File: src/rtl/data_mem_arbiter_if.sv
// Bus bundle between the two requesters, the arbiter and the single-port data memory.
// The master side is the requester/memory environment; the slave side is the arbiter.
interface data_mem_arbiter_if #(
  parameter int unsigned DATA_WIDTH = 32,
  parameter int unsigned ADDR_WIDTH = 32
);
  logic [1:0]            req_i;
  logic [1:0]            we_i;
  logic [ADDR_WIDTH-1:0] addr0_i;
  logic [ADDR_WIDTH-1:0] addr1_i;
  logic [DATA_WIDTH-1:0] wdata0_i;
  logic [DATA_WIDTH-1:0] wdata1_i;
  logic [1:0]            done_o;
  logic [DATA_WIDTH-1:0] rdata_o;
  logic                  core_stall_o;
  logic                  mem_en_o;
  logic                  mem_we_o;
  logic [ADDR_WIDTH-1:0] mem_addr_o;
  logic [DATA_WIDTH-1:0] mem_wdata_o;
  logic [DATA_WIDTH-1:0] mem_rdata_i;

  modport master (
    output req_i, we_i, addr0_i, addr1_i, wdata0_i, wdata1_i, mem_rdata_i,
    input  done_o, rdata_o, core_stall_o, mem_en_o, mem_we_o, mem_addr_o, mem_wdata_o
  );

  modport slave (
    input  req_i, we_i, addr0_i, addr1_i, wdata0_i, wdata1_i, mem_rdata_i,
    output done_o, rdata_o, core_stall_o, mem_en_o, mem_we_o, mem_addr_o, mem_wdata_o
  );
endinterface

File: src/rtl/data_mem_arbiter.sv
// Round-robin arbiter sharing the single-port data memory between the core (port 0)
// and the loader (port 1); each access holds the memory for MEM_LATENCY busy cycles.
module data_mem_arbiter #(
  parameter int unsigned DATA_WIDTH  = 32,
  parameter int unsigned ADDR_WIDTH  = 32,
  parameter int unsigned MEM_LATENCY = 2
) (
  input logic               clk,
  input logic               reset,
  data_mem_arbiter_if.slave bus
);

  localparam int unsigned     CNT_W    = 4;
  localparam logic [CNT_W-1:0] LAST_CNT = CNT_W'(MEM_LATENCY - 1);

  typedef enum logic [1:0] {IDLE, BUSY, DONE} state_t;

  state_t                state;
  logic [CNT_W-1:0]      cnt;
  logic                  owner;
  logic                  last_grant;
  logic [1:0]            done_q;
  logic [DATA_WIDTH-1:0] rdata_q;
  logic                  en_q;
  logic                  we_q;
  logic [ADDR_WIDTH-1:0] addr_q;
  logic [DATA_WIDTH-1:0] wdata_q;
  logic                  grant_c;

  // A single requester always wins; on a tie the port that did not go last wins.
  always_comb begin
    grant_c = bus.req_i[1];
    if (bus.req_i == 2'b11) grant_c = ~last_grant;
  end

  always_ff @(posedge clk or posedge reset) begin
    if (reset) begin
      state      <= IDLE;
      cnt        <= '0;
      owner      <= 1'b0;
      last_grant <= 1'b1;
      done_q     <= 2'b00;
      rdata_q    <= '0;
      en_q       <= 1'b0;
      we_q       <= 1'b0;
      addr_q     <= '0;
      wdata_q    <= '0;
    end else begin
      done_q <= 2'b00;
      unique case (state)
        IDLE: begin
          if (|bus.req_i) begin
            owner      <= grant_c;
            last_grant <= grant_c;
            addr_q     <= grant_c ? bus.addr1_i  : bus.addr0_i;
            wdata_q    <= grant_c ? bus.wdata1_i : bus.wdata0_i;
            we_q       <= bus.we_i[grant_c];
            en_q       <= 1'b1;
            cnt        <= '0;
            state      <= BUSY;
          end
        end
        BUSY: begin
          cnt <= cnt + CNT_W'(1);
          // Last wait state: the memory read data is valid on this edge.
          if (cnt == LAST_CNT) begin
            if (!we_q) rdata_q <= bus.mem_rdata_i;
            done_q[owner] <= 1'b1;
            en_q          <= 1'b0;
            we_q          <= 1'b0;
            state         <= DONE;
          end
        end
        DONE:    state <= IDLE;
        default: state <= IDLE;
      endcase
    end
  end

  assign bus.done_o       = done_q;
  assign bus.rdata_o      = rdata_q;
  assign bus.mem_en_o     = en_q;
  assign bus.mem_we_o     = we_q;
  assign bus.mem_addr_o   = addr_q;
  assign bus.mem_wdata_o  = wdata_q;
  assign bus.core_stall_o = bus.req_i[0] & ~done_q[0];

endmodule

File: src/flat_wrapper.sv
// flat-port wrapper written by rule: the top's interface ports become plain ports
module data_mem_arbiter_flat 
#(
  parameter int unsigned DATA_WIDTH  = 32,
  parameter int unsigned ADDR_WIDTH  = 32,
  parameter int unsigned MEM_LATENCY = 2
)
  (clk, reset, bus_req_i, bus_we_i, bus_addr0_i, bus_addr1_i, bus_wdata0_i, bus_wdata1_i, bus_mem_rdata_i, bus_done_o, bus_rdata_o, bus_core_stall_o, bus_mem_en_o, bus_mem_we_o, bus_mem_addr_o, bus_mem_wdata_o);
  data_mem_arbiter_if #(.DATA_WIDTH(DATA_WIDTH), .ADDR_WIDTH(ADDR_WIDTH)) bus_i ();
  input logic clk;
  input logic reset;
  input wire logic [$bits(bus_i.req_i)-1:0] bus_req_i;
  input wire logic [$bits(bus_i.we_i)-1:0] bus_we_i;
  input wire logic [$bits(bus_i.addr0_i)-1:0] bus_addr0_i;
  input wire logic [$bits(bus_i.addr1_i)-1:0] bus_addr1_i;
  input wire logic [$bits(bus_i.wdata0_i)-1:0] bus_wdata0_i;
  input wire logic [$bits(bus_i.wdata1_i)-1:0] bus_wdata1_i;
  input wire logic [$bits(bus_i.mem_rdata_i)-1:0] bus_mem_rdata_i;
  output wire logic [$bits(bus_i.done_o)-1:0] bus_done_o;
  output wire logic [$bits(bus_i.rdata_o)-1:0] bus_rdata_o;
  output wire logic [$bits(bus_i.core_stall_o)-1:0] bus_core_stall_o;
  output wire logic [$bits(bus_i.mem_en_o)-1:0] bus_mem_en_o;
  output wire logic [$bits(bus_i.mem_we_o)-1:0] bus_mem_we_o;
  output wire logic [$bits(bus_i.mem_addr_o)-1:0] bus_mem_addr_o;
  output wire logic [$bits(bus_i.mem_wdata_o)-1:0] bus_mem_wdata_o;
  assign bus_i.req_i = bus_req_i;
  assign bus_i.we_i = bus_we_i;
  assign bus_i.addr0_i = bus_addr0_i;
  assign bus_i.addr1_i = bus_addr1_i;
  assign bus_i.wdata0_i = bus_wdata0_i;
  assign bus_i.wdata1_i = bus_wdata1_i;
  assign bus_i.mem_rdata_i = bus_mem_rdata_i;
  assign bus_done_o = bus_i.done_o;
  assign bus_rdata_o = bus_i.rdata_o;
  assign bus_core_stall_o = bus_i.core_stall_o;
  assign bus_mem_en_o = bus_i.mem_en_o;
  assign bus_mem_we_o = bus_i.mem_we_o;
  assign bus_mem_addr_o = bus_i.mem_addr_o;
  assign bus_mem_wdata_o = bus_i.mem_wdata_o;
  data_mem_arbiter #(.DATA_WIDTH(DATA_WIDTH), .ADDR_WIDTH(ADDR_WIDTH), .MEM_LATENCY(MEM_LATENCY)) u_core (.clk(clk), .reset(reset), .bus(bus_i));
endmodule
File: config.mk
export PLATFORM = sky130hd
export DESIGN_NAME = data_mem_arbiter_flat
export DESIGN_NICKNAME = d
export VERILOG_FILES = /design/src/rtl/data_mem_arbiter_if.sv /design/src/rtl/data_mem_arbiter.sv /design/src/flat_wrapper.sv
export SDC_FILE = /design/constraint.sdc
export NUM_CORES = 1
export LEC_CHECK = 0
export ABC_AREA = 0
export CELL_PAD_IN_SITES_DETAIL_PLACEMENT = 2
export CELL_PAD_IN_SITES_GLOBAL_PLACEMENT = 2
export CORE_MARGIN = 2
export CORE_UTILIZATION = 26
export DETAILED_ROUTE_END_ITERATION = 8
export GPL_TIMING_DRIVEN = 0
export PLACE_DENSITY_LB_ADDON = 0.1
export SLEW_MARGIN = 20
export SYNTH_ARGS = -nofsm -noshare
export SYNTH_HDL_FRONTEND = slang
export SYNTH_SLANG_ARGS = --single-unit
File: constraint.sdc
create_clock -name clk -period 6.3 [get_ports clk]
set_input_delay 1.26 -clock clk [delete_from_list [all_inputs] [get_ports clk]]
set_output_delay 1.26 -clock clk [all_outputs]
set_load 0.05 [all_outputs]
==> Flow_metrics.wiki <==
{| class="wikitable"
! Metric !! Value
|-
| Minimum period implied by the final worst setup slack || 4.09 ns
|-
| Clock-pin slew on the worst setup and hold paths || 0.08 ns
|-
| Number of pins exceeding their max-slew limit in the final report || 0
|-
| Aggregate global routing overflow || 0
|-
| Iteration-0 DRC Markers || 72
|-
| Post-CTS setup repair buffer count || 0
|-
| TritonCTS sink count || 108
|-
| Gates resized, CTS repair || 0
|-
| Global-route wire length before repair || 24,200 µm
|-
| Height of the chip || 141 µm
|-
| Final HPWL from detailed placement || 12,100 µm
|-
| Relative slew slack || 62.1%
|-
| Final Cell Area || 8190 µm²
|-
| Syn Nets || 492
|-
| Endpoints failing hold || 0
|-
| Longest Clk Path Bufs || 2
|-
| Required time reported for the critical path endpoint || 5.04 ns
|-
| Initial antenna violation count || 0
|-
| Max Clock Skew || 0.00860 ns
|-
| Clock latency of the later-clocked register in the worst-skew pair || 0.35 ns
|-
| Yosys synthesis warning count || 0
|-
| Largest net degree at the start of global routing || 56
|-
| Starting density of the core || 26.4%
|-
| Routed WL || 15,400 µm
|-
| Avg WL per Cell || 18.3 µm
|-
| Cells after synthesis || 324
|-
| Leak Pwr || 3.30 nW
|-
| Overall routing resource usage || 15.6%
|-
| Kind of end point of the critical path || primary output
|-
| Slew of the pin with the lowest slew margin || 0.567 ns
|-
| Detailed-router iteration count before antenna repair || 4
|-
| Area growth from synthesis to final layout || 67.0%
|-
| Number of library cell types mapped by synthesis || 31
|-
| Average cell area after synthesis || 15.1 µm²
|-
| Class of the tightest hold or removal check || reg2reg
|-
| Routed vias/inst || 4.45
|-
| Final critical-path share of the clock period || 64.9%
|-
| Via count || 3,740
|-
| Longest individual stage delay on the worst path || 0.82 ns
|-
| Die width || 141 µm
|-
| Drt drc || 0
|-
| Final-layout fill cell count || 1,840
|-
| Power density relative to cell area || 563 nW/µm²
|-
| Sum Neg Setup Slack || 0 ns
|-
| Top area cells in the synthesized netlist || dfrtp_1 55%, mux2_2 36%, buf_6 1.6%
|-
| Synth top area share || 54.6%
|-
| Standard-cell row count || 50
|-
| Critical Path, Cell by Cell || clkdlybuf4s50_1, nor2b_1, clkdlybuf4s50_1
|-
| Leading cell types in the layout, fill and taps excluded || 266 x clkdlybuf4s50_1, 158 x mux2_2, 107 x dfrtp_1, 9 x clkbuf_16
|-
| DIE AREA || 20,000 µm²
|-
| Share of cells above drive strength 1 || 32.3%
|-
| Outcome || completed
|-
| Share of the yosys chip area belonging to registers || 55.2%
|-
| Core region area || 18,600 µm²
|-
| Slowest stage cell on the critical path || clkdlybuf4s50_1
|-
| Port Buffers || 266
|-
| WS Path Type || in2out
|-
| CTS tree || done
|-
| Commonest non-fill, non-tap cell in the layout || clkdlybuf4s50_1
|-
| Number of clock buffers inserted by TritonCTS || 9
|-
| Worst Setup Start Kind || primary input
|-
| Root buffer cell || clkbuf_16
|-
| H-Tree Level Count || 3
|-
| Combined area of all synthesized cells || 4900 µm²
|-
| Final Wtd Congestion || 0.742
|-
| Area after DPL || 7890 µm²
|-
| Unrepaired setup endpoints after global routing || no
|-
| Arrival @ worst endpoint || 2.83 ns
|-
| Vias in the first global route || 4,282
|-
| CP dominant cell by count || clkdlybuf4s50_1
|-
| Maximum VDD drop || 0.282 mV
|-
| Nets || 770
|-
| Post-CTS Hold Buffers || 0
|-
| Max frequency || 244 MHz
|-
| Final setup violation count || 0
|-
| Number of routed nets with antenna violations || 0
|-
| I/O pins || 267
|-
| Reported max-cap violation count || 0
|-
| Maximum fanout count along the critical path || 6
|-
| Total inserted antenna cells || 0
|-
| Flip-flop and latch count after synthesis || 108
|-
| Top cell type by total area after synthesis || dfrtp_1
|}
Yosys cell counts, drive strengths merged:
cell type,count
dfstp,1
nor2b,2
nor2,5
mux2i,2
buf,17
and3,1
nand3b,1
o21ai,7
or3b,1
or2,1
ha,2
nand2,1
mux2,160
a22o,1
xor2,1
a21boi,1
a211oi,1
a21oi,1
nand2b,1
nand4,1
o22ai,1
a21o,1
inv,3
a31oi,1
nor3b,1
dfrtp,107
nor3,2
through the flow:
| step | setup slack [ns] | utilization, % | instances | total power [W] | hold WS, ns |
|---|---|---|---|---|---|
| 4_1_cts | 2.18 | 44.1 | 841 | 0.00468 | 0.462 |
| 5_1_grt | 2.14 | 44.1 | 841 | 0.00485 | 0.475 |
| 3_5_place_dp | 2.18 | 42.5 | 825 | 0.00409 | 0.456 |
| 3_3_place_gp | 0.178 | 42.3 | 824 | 0.00402 | 0.452 |
| 6_report | 2.21 | 44.1 | 841 | 0.00461 | 0.463 |
| 2_1_floorplan | 2.20 | - | 324 | 0.00308 | 0.417 |
per-layer routing:
layer / wire length, µm / share of wire, % / global-route usage (%)
met1: 6110 / 40 / 18.7
met2: 7860 / 51 / 27.0
met3: 1180 / 7.7 / 4.42
met4: 203 / 1.3 / 4.89
met5: 0 / 0 / 0
report_power, final:
part           switching [W]  internal [W]  leakage (nW)  total (W)
clock network       0.000274      0.000296         0.147   0.000570
logic                0.00168       0.00111          1.87    0.00280
registers           0.000192       0.00105          1.28    0.00124
total                0.00215       0.00246          3.30    0.00461
cells by family after synthesis:
| logic type | share of synthesized area [%] |
|---|---|
| buffers and inverters | 3.11 |
| adders and majority gates | 0.511 |
| DFF | 55.2 |
| and+or+nand+nor | 2.14 |
| muxes | 37.2 |
| xor gates and xnor gates | 0.179 |
| AOI/OAI and AO/OA | 1.71 |
flip-flops by register name, summed over array words and instances, names as in the netlist:
register                flops
u_core.bus.mem_en_o         1
u_core.state                2
u_core.bus.mem_addr_o      32
u_core.bus.mem_we_o         1
u_core.cnt                  4
u_core.owner                1
u_core.bus.done_o           2
u_core.bus.rdata_o         32
u_core.bus.mem_wdata_o     32
u_core.last_grant           1
layout make-up:
cell class / count / area (µm²) / share of cell area, %
buffer: 17 / 141 / 1.73
sequential: 108 / 2700 / 33.0
tap: 234 / 293 / 3.58
inverter: 3 / 16.3 / 0.199
clock inverter: 5 / 43.8 / 0.535
clock buffer: 11 / 253 / 3.09
timing repair buffer: 267 / 2690 / 32.9
multi-input combinational: 196 / 2040 / 25.0
critical path, delay by kind of cell:
| kind | cells | cell delay, ns |
|---|---|---|
| buf+inv | 2 | 1.40 |
| simple gates | 1 | 0.16 |
path summary, 6_finish.rpt:
| kind | start | end | slack (ns) | depth (start not counted) |
|---|---|---|---|---|
| setup / recovery | bus_req_i[0] | bus_core_stall_o | 2.21 | 3 |
| hold / removal | u_core.owner | u_core.bus.done_o[0] | 0.46 | 1 |
| setup reg to reg | u_core.cnt[1] | u_core.bus.rdata_o[4] | 4.32 | 6 |
| hold reg to reg | u_core.owner | u_core.bus.done_o[0] | 0.46 | 1 |
| max in group asynchronous | reset | u_core.last_grant | 4.24 | 3 |
| min in group asynchronous | reset | u_core.bus.rdata_o[17] | 1.33 | 2 |
No activity file was read; power rests on OpenSTA's default activity.
